**config.mk**
```make
export PLATFORM = sky130hd
export DESIGN_NAME = vga_text_scanner
export DESIGN_NICKNAME = d
export VERILOG_FILES = /design/src/rtl/vga_pkg.sv /design/src/rtl/sig_delay.sv /design/src/rtl/vga_text_scanner.sv
export SDC_FILE = /design/constraint.sdc
export NUM_CORES = 1
export LEC_CHECK = 0
export BUFFER_PORTS_ARGS = -buffer_cell sky130_fd_sc_hd__buf_2
export CAP_MARGIN = 30
export CORE_UTILIZATION = 58
export DETAILED_ROUTE_END_ITERATION = 6
export GPL_ROUTABILITY_DRIVEN = 0
export PLACE_DENSITY = 0.9
export SLEW_MARGIN = 30
export SYNTH_ARGS = -nofsm -noshare
export SYNTH_HDL_FRONTEND = slang
export SYNTH_HIERARCHICAL = 1
export SYNTH_SLANG_ARGS = --single-unit
```
**constraint.sdc**
```tcl
create_clock -name clk -period 3.6 [get_ports clk]
set_input_delay 0.72 -clock clk [delete_from_list [all_inputs] [get_ports clk]]
set_output_delay 0.72 -clock clk [all_outputs]
set_load 0.01 [all_outputs]
```
**src/rtl/vga_pkg.sv**
```systemverilog
// Shared VGA timing defaults (800x600@72), scan FSM state type and sync helpers
// used by the text-mode scan sequencer.
package vga_pkg;

  localparam int COORD_W = 11;

  localparam int H_VISIBLE_DEF = 800;
  localparam int H_FRONT_DEF   = 56;
  localparam int H_SYNC_DEF    = 120;
  localparam int H_BACK_DEF    = 64;

  localparam int V_VISIBLE_DEF = 600;
  localparam int V_FRONT_DEF   = 37;
  localparam int V_SYNC_DEF    = 6;
  localparam int V_BACK_DEF    = 23;

  typedef enum logic [1:0] {
    IDLE  = 2'd0,
    RUN   = 2'd1,
    DRAIN = 2'd2
  } scan_state_t;

  // Maps an "asserted" flag onto the pin level for a given sync polarity.
  function automatic logic sync_level(input logic asserted, input logic pol);
    return asserted ? pol : ~pol;
  endfunction

endpackage

```
**src/rtl/sig_delay.sv**
```systemverilog
// Parameterised DEPTH x WIDTH shift register with a synchronous reset value.
// DEPTH of 0 degenerates to a straight wire.
module sig_delay #(
  parameter int               DEPTH   = 2,
  parameter int               WIDTH   = 1,
  parameter logic [WIDTH-1:0] RST_VAL = '0
) (
  input  logic             clk,
  input  logic             rst,
  input  logic [WIDTH-1:0] din,
  output logic [WIDTH-1:0] dout
);

  generate
    if (DEPTH == 0) begin : g_pass
      assign dout = din;
    end else begin : g_shift
      logic [WIDTH-1:0] stage [DEPTH];

      always_ff @(posedge clk) begin
        if (rst) begin
          for (int i = 0; i < DEPTH; i++) stage[i] <= RST_VAL;
        end else begin
          stage[0] <= din;
          for (int i = 1; i < DEPTH; i++) stage[i] <= stage[i-1];
        end
      end

      assign dout = stage[DEPTH-1];
    end
  endgenerate

endmodule

```
**src/rtl/vga_text_scanner.sv**
```systemverilog
// VGA scan sequencer: generates the renderer coordinates, delays sync/blank to
// match the renderer pipeline, and starts/stops only on frame boundaries.
module vga_text_scanner
  import vga_pkg::*;
#(
  parameter int H_VISIBLE = H_VISIBLE_DEF,
  parameter int H_FRONT   = H_FRONT_DEF,
  parameter int H_SYNC    = H_SYNC_DEF,
  parameter int H_BACK    = H_BACK_DEF,
  parameter int V_VISIBLE = V_VISIBLE_DEF,
  parameter int V_FRONT   = V_FRONT_DEF,
  parameter int V_SYNC    = V_SYNC_DEF,
  parameter int V_BACK    = V_BACK_DEF,
  parameter bit SYNC_POL  = 1'b1,
  parameter int PIPE_LAT  = 2
) (
  input  logic               clk,
  input  logic               rst,
  input  logic               en,
  input  logic [2:0]         PIXEL_IN,
  output logic [COORD_W-1:0] PIXEL_H,
  output logic [COORD_W-1:0] PIXEL_V,
  output logic [2:0]         vga_rgb,
  output logic               vga_hs,
  output logic               vga_vs,
  output logic               frame_start,
  output logic [7:0]         frame_cnt
);

  localparam int H_TOTAL = H_VISIBLE + H_FRONT + H_SYNC + H_BACK;
  localparam int V_TOTAL = V_VISIBLE + V_FRONT + V_SYNC + V_BACK;

  localparam logic [COORD_W-1:0] H_LAST   = COORD_W'(H_TOTAL - 1);
  localparam logic [COORD_W-1:0] V_LAST   = COORD_W'(V_TOTAL - 1);
  localparam logic [COORD_W-1:0] H_VIS    = COORD_W'(H_VISIBLE);
  localparam logic [COORD_W-1:0] V_VIS    = COORD_W'(V_VISIBLE);
  localparam logic [COORD_W-1:0] HS_FIRST = COORD_W'(H_VISIBLE + H_FRONT);
  localparam logic [COORD_W-1:0] HS_LAST  = COORD_W'(H_VISIBLE + H_FRONT + H_SYNC - 1);
  localparam logic [COORD_W-1:0] VS_FIRST = COORD_W'(V_VISIBLE + V_FRONT);
  localparam logic [COORD_W-1:0] VS_LAST  = COORD_W'(V_VISIBLE + V_FRONT + V_SYNC - 1);

  scan_state_t        state;
  scan_state_t        state_nxt;
  logic [COORD_W-1:0] h;
  logic [COORD_W-1:0] v;
  logic               running;
  logic               line_end;
  logic               frame_end;
  logic               active0;
  logic               hs0;
  logic               vs0;
  logic [2:0]         dly_out;

  assign running   = (state != IDLE);
  assign line_end  = (h == H_LAST);
  assign frame_end = line_end && (v == V_LAST);

  // DRAIN lets the current frame finish so the monitor never sees a torn frame.
  always_comb begin
    state_nxt = state;
    unique case (state)
      IDLE:    if (en) state_nxt = RUN;
      RUN:     if (!en) state_nxt = DRAIN;
      DRAIN: begin
        if (en)             state_nxt = RUN;
        else if (frame_end) state_nxt = IDLE;
      end
      default: state_nxt = IDLE;
    endcase
  end

  always_ff @(posedge clk) begin
    if (rst) begin
      state     <= IDLE;
      h         <= '0;
      v         <= '0;
      frame_cnt <= '0;
    end else begin
      state <= state_nxt;
      if (running) begin
        h <= line_end ? '0 : h + 1'b1;
        if (line_end) v <= (v == V_LAST) ? '0 : v + 1'b1;
        if (frame_end) frame_cnt <= frame_cnt + 8'd1;
      end
    end
  end

  assign PIXEL_H     = h;
  assign PIXEL_V     = v;
  assign frame_start = (state == RUN) && (h == '0) && (v == '0);

  // Counters sit at (0,0) in IDLE, so stage-0 flags must be gated by running.
  assign active0 = running && (h < H_VIS) && (v < V_VIS);
  assign hs0     = running && (h >= HS_FIRST) && (h <= HS_LAST);
  assign vs0     = running && (v >= VS_FIRST) && (v <= VS_LAST);

  sig_delay #(
    .DEPTH   (PIPE_LAT),
    .WIDTH   (3),
    .RST_VAL (3'b000)
  ) u_sig_delay (
    .clk  (clk),
    .rst  (rst),
    .din  ({active0, hs0, vs0}),
    .dout (dly_out)
  );

  // Output register is the final delay stage, lining up with PIXEL_IN.
  always_ff @(posedge clk) begin
    if (rst) begin
      vga_rgb <= '0;
      vga_hs  <= ~SYNC_POL;
      vga_vs  <= ~SYNC_POL;
    end else begin
      vga_rgb <= dly_out[2] ? PIXEL_IN : 3'b000;
      vga_hs  <= sync_level(dly_out[1], SYNC_POL);
      vga_vs  <= sync_level(dly_out[0], SYNC_POL);
    end
  end

endmodule

```
# Word level (Yosys, flattened, before mapping)

Memories as Yosys holds them, arrays and structs flattened.
Cells that the tools add are included.

$add $sub $neg: 3
$lt $le $gt $ge: 6
Equality and inequality tests: 7
Muxes and demuxes: 14
Bitwise logic cells: 3
Reductions and logical operators: 17

Operator list:

| cell                                                                    | number |
|---|---|
| 11-bit by 1-bit adder with 11-bit output, second input constant         | 2 |
| 11-bit by 10-bit >= comparator with 1-bit output, second input constant | 2 |
| 11-bit by 10-bit <= comparator with 1-bit output, second input constant | 2 |
| 11-bit zero test                                                        | 2 |
| 11-bit by 10-bit < comparator with 1-bit output, second input constant  | 2 |
| 11-bit 2-to-1 mux                                                       | 2 |
| 11-bit by 10-bit equality test with 1-bit output, second input constant | 1 |
| 11-bit equality test, second input constant                             | 1 |
| 1-bit logical AND                                                       | 9 |
| 8-bit by 1-bit adder with 8-bit output, second input constant           | 1 |
| 2-bit 2-to-1 mux                                                        | 4 |
| 3-bit 2-to-1 mux                                                        | 2 |
| 2-bit case mux with 3 select lines                                      | 1 |
| 1-bit 2-to-1 mux                                                        | 5 |
| 2-bit != test, second input constant                                    | 2 |
| 2-bit AND reduction                                                     | 2 |
| 3-bit != test, second input constant                                    | 1 |
| 3-bit AND reduction                                                     | 1 |
| 2-bit by 1-bit equality test with 1-bit output, second input constant   | 1 |
| 2-bit equality test, second input constant                              | 1 |
| 2-bit zero test                                                         | 1 |
| 1-bit OR                                                                | 2 |
| 2-bit nonzero test                                                      | 1 |
| 2-bit OR reduction                                                      | 1 |
| 1-bit inverter                                                          | 1 |

Flip-flop bits (word level): 37
Bits in writable memories: 6
Input port bits: 6
Output and inout port bits: 36
Word-level logic and storage cells: 58
Memories: 1

Memories:

| name                      | depth | bits a word | rd ports | clocked after Yosys merged registers in | wr ports | RTL line        | source |
|---|---|---|---|---|---|---|---|
| u_sig_delay.g_shift.stage | 2     | 3           | 2        | 0                                       | 2        | sig_delay.sv:18 | `logic [WIDTH-1:0] stage [DEPTH];` |

# Depth between registers and ports, before layout

Gate-level depths: netlist of the first run.

Word-level depth: 5
Mapped depth: 8
Mapped depth without buffers: 6

# By module

The synthesis of the first run kept the hierarchy.

By module, submodules not included:

| module           | times used | cells each | area an instance (um^2) | seq. area each (um^2) |
|---|---|---|---|---|
| vga_text_scanner | 1          | 227        | 1885.6                  | 740.7 |
| sig_delay        | 1          | 15         | 180.2                   | 120.1 |

# Least setup slack after synthesis of the first run

OpenSTA, ideal clock, no wires.

Kind: reg-to-output
Start point: register v[2] (netlist: PIXEL_V[2])
End point: output port frame_start
Arrival: 1.534 ns
Data required time: 2.880 ns
Slack: 1.346 ns
Stages on the path, launching flop included: 4
Path buffers: 0
Cells stage by stage: dfxtp_1 or3_1 or3_1 nor4_1

Word-level cells in the longest chain between the ends: 2

Ends and longest elaborated chain:

| what                   | RTL line               | source |
|---|---|---|
| from (decl)            | vga_text_scanner.sv:45 | `logic [COORD_W-1:0] v;` |
| from (signal assigned) | vga_text_scanner.sv:82 | `if (line_end) v <= (v == V_LAST) ? '0 : v + 1'b1;` |
| 11-bit zero test       | vga_text_scanner.sv:90 | `assign frame_start = (state == RUN) && (h == '0) && (v == '0);` |
| 1-bit logical AND      | vga_text_scanner.sv:90 |  |
| to (decl)              | vga_text_scanner.sv:26 | `output logic frame_start,` |

Every way passes these cells.

# Worst setup path after layout of the first run

Same ends and word-level chain as after synthesis.

==> results_dict.tcl, run 1 <==
set metrics [dict create \
    nNetsFinal 284 \
    critPathCaptureType "primary output" \
    vias 1848 \
    io_pins 42 \
    grtUsageTotal_pct 24.4 \
    cp-start-kind "flip-flop" \
    path_common_cell "or3_1" \
    overflow 0 \
    cts_sinks 43 \
    drt_iter0_drc 128 \
    power.share.combinational_pct 4.3 \
    internal_power_w 0.000571 \
    die_h_um 61.7 \
    crit_path_cell_trace "or3_1 > or3_1 > nor4_1 > buf_2" \
    holdWs_ns 0.441 \
    cap_violations 0 \
    synth_seq_area_share_pct 41.7 \
    worst-slew-pin-transition_ns 0.600 \
    postCtsHoldBufs 0 \
    synth.avg_cell_area_um2 8.54 \
    hold_depth 1 \
    cts_buffers 5 \
    cp_slowest_stage_delay_ns 0.42 \
    p_sw_w 0.000196 \
    core_area_um2 3360 \
    synth_top_area_share_pct 41.7 \
    skew_ns 0.00950 \
    cts_tree "built" \
    powerDensity_nw_per_um2 332 \
    power.share.sequential_pct 63.4 \
    relSlewSlack_pct 59.5 \
    setup_tns_ns 0 \
    synthCells 242 \
    post-place-ws_ns 1.28 \
    fmax_mhz 364 \
    synth_area_um2 2070 \
    crit_fanout 5 \
    initial_core_util_pct 61.4 \
    ctsResizeCount 0 \
    grt_max_degree 25 \
    critPathSlowestCell "or3_1" \
    grt_pass1_vias 1455 \
    p_leak_nw 0.923 \
    r2r_start "PIXEL_H[1]" \
    cp-startpoint "PIXEL_V[2]" \
    grt_pass1_wl_um 6790 \
    die-area_um2 3800 \
    yosys.area.top_type "dfxtp_1" \
    cts_buffer_depth 2 \
    routed_wl_um 4320 \
    period_share_pct 76.4 \
    holdPathEnd "u_sig_delay/g_shift.stage[0][3]" \
    ys_types 39 \
    drive_gt1_share_pct 18.7 \
    arrival_ns 2.03 \
    drc_errors 0 \
    cts_max_level 2 \
    fin_ws_ns 0.850 \
    drtPass1Iterations 4 \
    r2r-end "PIXEL_V[5]" \
    via_per_inst 5.79 \
    r2r_setup_slack_ns 1.30 \
    hold_viol_final 0 \
    r2r_cells 5 \
    die_width_um 61.7 \
    wl_per_cell_um 13.5 \
    status "finished, final reports clean" \
    clkSlewWorstSetupHoldPaths_ns 0.14 \
    syn_nets 254 \
    critPathKind "flip-flop to primary output" \
    io_buffer_count 41 \
    fin_crit_ns 2.75 \
    dp_hpwl_um 3040 \
    area_growth_pct 11.8 \
    antenna_found_initial 0 \
    diodes 0 \
    vdd_drop_max_uv 166 \
    ant_nets 0 \
    swShare_pct 25.6 \
    setup_viol 0 \
    cts_setup_buffers 0 \
    ys_ff_latch 43 \
    required_ns 2.88 \
    num_rows 21 \
    min_from "u_sig_delay/g_shift.stage[0][0]" \
    ys_top_cells_by_area "dfxtp_1 (42%), a21oi_1 (4.8%), ha_1 (3.6%)" \
    ctsRootBufferMaster "clkbuf_4" \
    power_w 0.000767 \
    rsz0062_at_grt "no" \
    synth-warning-count 6 \
    clkPwrFrac_pct 32.3 \
    finalMaxSlewViolations 0 \
    worstSkewPairLatency_ns 0.37 \
    hp-class "flip-flop to flip-flop" \
]
==> power groups by stage <==
| stage | registers, W | logic (W) | clock network, W |
|---|---|---|---|
| 3_5_place_dp | 0.000496 | 0.0000334 | 0 |
| 3_3_place_gp | 0.000496 | 0.0000320 | 0 |
| 5_1_grt | 0.000487 | 0.0000364 | 0.000275 |
| 4_1_cts | 0.000486 | 0.0000336 | 0.000255 |
| 6_report | 0.000486 | 0.0000332 | 0.000248 |
| 2_1_floorplan | 0.000495 | 0.0000225 | 0 |
==> registers in the layout, summed over array words and instances, names as in the netlist <==
signal                     cells
PIXEL_H                       11
PIXEL_V                       11
frame_cnt                      8
state                          2
u_sig_delay/g_shift.stage      6
vga_hs                         1
vga_rgb                        3
vga_vs                         1
==> cell families after synthesis <==
family / after synthesis / synth area share, %
AOI/OAI and AO/OA: 49 / 14.5
xor gates and xnor gates: 13 / 5.51
adders and majority gates: 6 / 3.63
buffers and inverters: 25 / 5.21
DFF: 43 / 41.7
and+or+nand+nor: 106 / 29.4
==> layout make-up <==
type | count | area (um^2)
clock inverter | 3 | 25.0
timing repair buffer | 41 | 205
inverter | 7 | 26.3
sequential | 43 | 861
clock buffer | 5 | 37.5
tap | 46 | 57.6
fill | 295 | 1050
multi-input combinational | 174 | 1100
==> routing by layer <==
layer	GRT usage, %	vias up	wire [um]
met1	32.6	863	1990
met3	6.30	8	220
met4	9.84	0	76
li1	-	928	-
met5	0	-	0
met2	37.5	49	2030
==> through the flow <==
| stage | std cells | utilization, % | instance area, um^2 |
|---|---|---|---|
| after global placement | 311 | 66.8 | 2250 |
| after floorplan | 242 | - | 2070 |
| after CTS | 319 | 68.7 | 2310 |
| final | 319 | 68.7 | 2310 |
| after detailed placement | 311 | 66.8 | 2250 |
| after global routing | 319 | 68.7 | 2310 |
==> synth_stat cells (all sizes together) <==
master,count
nand2b,3
o2111a,2
and3,2
o31ai,6
and2,5
o21a,1
a2111oi,1
xnor2,8
nor4b,2
o311ai,1
a31oi,1
nor2b,10
nor4bb,1
inv,7
o2111ai,1
a21oi,20
o21ai,11
clkbuf,13
nor3,4
o211ai,1
buf,5
ha,6
or3,10
a21o,2
dfxtp,43
xor2,5
nand3,11
or4,7
and4,2
a211oi,2
or3b,1
or2,1
nor3b,1
nand2,11
nor2,20
nand4,12
nor4,3
==> layout by cell type (no fill, tap or decap), drive strengths merged, types with 3 or more instances in the layout <==
cell type / Yosys / final
nand2b: 3 / 3
and2: 5 / 5
nor4: 3 / 3
o31ai: 6 / 6
nand4: 12 / 12
dfxtp: 43 / 43
clkbuf: 13 / 5
xnor2: 8 / 8
nor2b: 10 / 10
xor2: 5 / 5
a21oi: 20 / 20
o21ai: 11 / 11
or3: 10 / 10
buf: 5 / 41
nand3: 11 / 11
nand2: 11 / 11
or4: 7 / 7
ha: 6 / 6
inv: 7 / 7
nor3: 4 / 4
nor2: 20 / 20
==> critical path: cells and delay by family (launching register included) <==
| family | cells | cell delay, ns |
|---|---|---|
| flops | 1 | 0.38 |
| simple gates | 3 | 1.10 |
| buf+inv | 1 | 0.20 |
==> worst max path at each step <==
stage                       end  slack [ns]  cells past startpoint
finish              frame_start        0.85                      4
floorplan           frame_start        1.35                      3
global placement    frame_start        1.31                      4
global route        frame_start        0.76                      4
CTS                 frame_start        0.86                      4
detailed placement  frame_start        1.28                      4
Note: power is estimated with default switching activity, not from simulation.
==> inputs of run 2 (changes only) <==
Settings changed: ABC_AREA set to 1, CORE_UTILIZATION 58 to 51, PLACE_DENSITY 0.9 to 0.82.
Clock period 3.6 ns to 2.5 ns, I/O delays scaled along.
==> results_dict.tcl, run 2 <==
set metrics [dict create \
    grt_pass1_wl_um 9090 \
    synth_edf_count 0 \
    worst-slew-pin-transition_ns 0.298 \
    overflow 0 \
    r2r-end "PIXEL_H[7]" \
    hp-class "input port to flip-flop" \
    io_pins 42 \
    powerDensity_nw_per_um2 443 \
    synthCells 346 \
    drive_gt1_share_pct 24.2 \
    stdcell_area_um2 2780 \
    clkSlewWorstSetupHoldPaths_ns 0.09 \
    nFillCells 424 \
    critPathCaptureType "primary output" \
    cap_violations 0 \
    vias 2285 \
    synth_area_um2 2470 \
    synth_xor_xnor_area_share_pct 2.49 \
    cts_setup_buffers 0 \
    placed_area_um2 2680 \
    fin_cells 440 \
    hold_viol_final 0 \
    cts_sinks 43 \
    drc_errors 0 \
    cts_max_level 2 \
    setup_viol 0 \
    power.share.combinational_pct 4.8 \
    setup_tns_ns 0 \
    grt_max_degree 23 \
    ys_top_cells_by_area "dfxtp_1 (35%), nand2_1 (10%), nor2_1 (7.0%)" \
    synth.top_cells.by_count "nand2_1 (67), nor2_1 (46), dfxtp_1 (43), inv_1 (43), nand3_1 (27)" \
    p_sw_w 0.000319 \
    synth.avg_cell_area_um2 7.13 \
    io_buffer_count 41 \
    synth_top_area_share_pct 34.9 \
    synth-warning-count 6 \
    postCtsHoldBufs 0 \
    clkPwrFrac_pct 38.6 \
    r2r_setup_slack_ns 0.80 \
    fmax_mhz 484 \
    ctsResizeCount 0 \
    drt_iter0_drc 161 \
    critPathKind "flip-flop to primary output" \
    die_width_um 71.5 \
    cts_buffer_depth 2 \
    ctsRootBufferMaster "clkbuf_8" \
    r2r_cells 9 \
    power_w 0.00123 \
    mostFrequentLayoutCells "nand2_1 (67), nor2_1 (46), dfxtp_1 (43), inv_1 (43), buf_2 (41)" \
    drtPass1Iterations 4 \
    initial_core_util_pct 54.7 \
    post_synth_fa_ha_maj_area_fraction_pct 3.04 \
    cp-start-kind "flip-flop" \
    period_share_pct 82.6 \
    ant_nets 0 \
    required_ns 2.00 \
    routed_wl_um 5520 \
    yosysMostFrequentCell "nand2_1" \
    worstSkewPairLatency_ns 0.30 \
    area_growth_pct 12.5 \
    synth_async_sr_flop_share_pct 0 \
    status "finished, final reports clean" \
    relSlewSlack_pct 79.9 \
    synth_seq_area_share_pct 34.9 \
    arrival_ns 1.57 \
    synth_top_family_by_area "simple AND/OR/NAND/NOR gates" \
    diodes 0 \
    core_area_um2 4500 \
    crit_fanout 7 \
    dpl.cell_count 432 \
    vdd_drop_max_uv 318 \
    finalMaxSlewViolations 0 \
    holdPathEnd "vga_rgb[2]" \
    die-area_um2 5120 \
    synth_ff_type "dfxtp_1" \
    antenna_found_initial 0 \
    die_h_um 71.5 \
    min_from "PIXEL_IN[2]" \
    swShare_pct 25.9 \
    grtUsageTotal_pct 22.3 \
    ys_ff_latch 43 \
    final-seq-area_um2 861 \
    ys_types 35 \
    multiInputGateArea_um2 1340 \
    skew_ns 0.00585 \
    fin_crit_ns 2.07 \
    grt_pass1_vias 2063 \
    p_leak_nw 1.28 \
    r2r_start "PIXEL_H[1]" \
    layout_commonest_cell "nand2_1" \
    cts_buffers 5 \
    syn_nets 358 \
    synth.area.mux_share_pct 0 \
    power.share.sequential_pct 56.6 \
    via_per_inst 5.19 \
    hold_depth 3 \
    internal_power_w 0.000911 \
    num_rows 24 \
    synthSimpleGateAreaFrac_pct 40.7 \
    dp_hpwl_um 4150 \
    synth-compound-area-share_pct 8.02 \
    cts_tree "built" \
    holdWs_ns 0.401 \
    yosys.area.top_type "dfxtp_1" \
    wl_per_cell_um 12.5 \
    rsz0062_at_grt "no" \
    nNetsFinal 399 \
]
-- run 2: cell count changes after synthesis, sizes merged, moves of 5 or more --
cell    before  now
nand2       11   77
xnor2        8    1
inv          7   49
nor2        20   61
nor2b       10    0
or3         10    0
nand4       12    7
and2         5    0
nand3       11   32
clkbuf      13    2
or4          7    0
-- run 2: kinds of logic after synthesis --
kind of cell,after synthesis
simple gates,192
xor+xnor,7
buf+inv,61
compound gates,37
fa+ha+maj,6
flops,43
-- run 2: metrics by stage --
stage	setup WS, ns	utilization, %
floorplan	0.864	-
CTS	0.433	61.6
detailed placement	0.778	59.6
finish	0.434	61.6
global route	0.348	61.6
global placement	0.805	59.6
-- run 2: power groups by stage --
stage | logic (W) | registers [W] | clock network [W]
after detailed placement | 0.0000600 | 0.000713 | 0
after CTS | 0.0000603 | 0.000696 | 0.000473
after floorplan | 0.0000389 | 0.000713 | 0
after global routing | 0.0000669 | 0.000698 | 0.000506
final | 0.0000596 | 0.000696 | 0.000474
after global placement | 0.0000591 | 0.000712 | 0
-- run 2: worst max-delay path: stages (launching register included) --
cell,delay [ns]
dfxtp_1,0.38
inv_1,0.12
ha_1,0.15
nand3_1,0.08
nor4_1,0.34
buf_2,0.20
-- run 2: how the worst max path moves through the flow --
stage / startpoint / end / slack (ns) / cells past startpoint
2_1_floorplan: PIXEL_V[0] / frame_start / 0.86 / 4
3_3_place_gp: PIXEL_V[0] / frame_start / 0.80 / 5
3_5_place_dp: PIXEL_V[0] / frame_start / 0.78 / 5
4_1_cts: PIXEL_V[0] / frame_start / 0.43 / 5
5_1_grt: PIXEL_V[0] / frame_start / 0.35 / 5
6_report: PIXEL_V[0] / frame_start / 0.43 / 5
-- run 2: metal layers --
metal  part of all wire (%)  vias up  GRT usage (%)
met5                      0        -              0
met4                    1.1        0           6.97
met3                    5.0        9           3.66
met2                     47       69           38.6
met1                     46     1037           28.5
li1                       -     1170              -
-- run 2: layout make-up --
class                   instances  share of cell area, %
clock buffers                   5                   2.48
clock inverters                 3                  0.857
inverters                      52                   7.12
multi-input cells             242                   48.2
flip-flops and latches         43                   31.0
well taps                      52                   2.34
repair buffers                 43                   7.94
==> inputs of run 3 (changes only) <==
Settings changed: CORE_UTILIZATION 51 to 56, PLACE_DENSITY 0.82 to 0.86.
Clock period 2.5 ns to 2.15 ns, I/O delays scaled along.
==> results_dict.tcl, run 3 (synthesis results as in run 2) <==
set metrics [dict create \
    grt_max_degree 23 \
    powerDensity_nw_per_um2 509 \
    crit_fanout 5 \
    r2r_cells 10 \
    num_rows 23 \
    worstSkewPairLatency_ns 0.30 \
    drtPass1Iterations 4 \
    overflow 0 \
    nFillCells 360 \
    ctsResizeCount 0 \
    nNetsFinal 399 \
    final-seq-area_um2 861 \
    stdcell_area_um2 2780 \
    mostFrequentLayoutCells "nand2_1 (67), nor2_1 (46), dfxtp_1 (43), inv_1 (43), buf_2 (41)" \
    grt_pass1_vias 2127 \
    drive_gt1_share_pct 24.5 \
    die_width_um 68.4 \
    core_area_um2 4120 \
    power.share.sequential_pct 57.2 \
    critPathCaptureType "primary output" \
    period_share_pct 95.2 \
    clkPwrFrac_pct 37.8 \
    critPathKind "flip-flop to primary output" \
    cts_buffer_depth 2 \
    vias 2342 \
    clkSlewWorstSetupHoldPaths_ns 0.09 \
    hold_viol_final 0 \
    grt_pass1_wl_um 9160 \
    r2r-end "PIXEL_V[6]" \
    worst-slew-pin-transition_ns 0.308 \
    grtUsageTotal_pct 26.4 \
    holdWs_ns 0.328 \
    cap_violations 0 \
    cts_max_level 2 \
    cts_tree "built" \
    fmax_mhz 489 \
    holdPathEnd "vga_rgb[0]" \
    hp-class "input port to flip-flop" \
    vdd_drop_max_uv 348 \
    internal_power_w 0.00106 \
    layout_commonest_cell "nand2_1" \
    initial_core_util_pct 59.9 \
    status "finished, final reports clean" \
    antenna_found_initial 0 \
    diodes 0 \
    r2r_start "PIXEL_H[0]" \
    wl_per_cell_um 12.9 \
    post-place-ws_ns 0.406 \
    fin_crit_ns 2.05 \
    swShare_pct 25.2 \
    r2r_setup_slack_ns 0.44 \
    ctsRootBufferMaster "clkbuf_8" \
    cts_buffers 5 \
    die-area_um2 4670 \
    relSlewSlack_pct 79.3 \
    routed_wl_um 5660 \
    cp-start-kind "flip-flop" \
    dp_hpwl_um 4220 \
    rsz0062_at_grt "no" \
    setup_tns_ns 0 \
    io_pins 42 \
    fin_ws_ns 0.104 \
    arrival_ns 1.62 \
    power_w 0.00142 \
    p_sw_w 0.000356 \
    p_leak_nw 1.28 \
    ant_nets 0 \
    cts_setup_buffers 0 \
    power.share.combinational_pct 5.0 \
    required_ns 1.72 \
    drc_errors 0 \
    multiInputGateArea_um2 1350 \
    die_h_um 68.4 \
    skew_ns 0.00615 \
    area_growth_pct 12.7 \
    placed_area_um2 2680 \
    setup_viol 0 \
    io_buffer_count 41 \
    min_from "PIXEL_IN[0]" \
    cts_sinks 43 \
    finalMaxSlewViolations 0 \
    postCtsHoldBufs 0 \
    hold_depth 3 \
    drt_iter0_drc 116 \
    via_per_inst 5.35 \
]
run 3: per-stage QoR:
stage          std cells  utilization, %
2_1_floorplan        346               -
3_3_place_gp         430            65.1
3_5_place_dp         430            65.1
4_1_cts              438            67.4
5_1_grt              438            67.5
6_report             438            67.5
run 3: metal layers:
metal  wire [um]  share of wire [%]  vias to the layer above  GRT usage (%)
met1        2490                 44                     1084           31.9
met2        2770                 49                       79           45.8
li1            -                  -                     1170              -
met5           0                  0                        -              0
met4          81                1.4                        0           9.38
met3         327                5.8                        9           5.17
run 3: cell type report:
cell class	instances	area share [%]
Tap cell	50	2.25
Clock buffer	5	2.48
Clock inverter	3	0.855
Timing Repair Buffer	43	7.92
Multi-Input combinational cell	242	48.4
Sequential cell	43	31.0
Inverter	52	7.11
run 3: power groups by stage:
stage | sequential (W) | combinational [W] | clock, W
detailed placement | 0.000829 | 0.0000693 | 0
global placement | 0.000828 | 0.0000684 | 0
floorplan | 0.000830 | 0.0000452 | 0
CTS | 0.000810 | 0.0000696 | 0.000545
finish | 0.000810 | 0.0000707 | 0.000535
global route | 0.000811 | 0.0000793 | 0.000580
run 3: worst max-delay path by stage:
stage / startpoint / to / slack [ns]
after floorplan: PIXEL_V[0] / frame_start / 0.58
after detailed placement: PIXEL_V[0] / frame_start / 0.41
final: PIXEL_V[8] / frame_start / 0.10
after global routing: PIXEL_V[0] / frame_start / 0.007
after global placement: PIXEL_V[0] / frame_start / 0.50
after CTS: PIXEL_V[0] / frame_start / 0.07
run 3: critical path: stages (launching register included):
cell and delay [ns]:
dfxtp_1 0.34, inv_1 0.15, nand2_1 0.10, nor2_1 0.11
nand3_1 0.10, nor4_2 0.31, buf_2 0.20
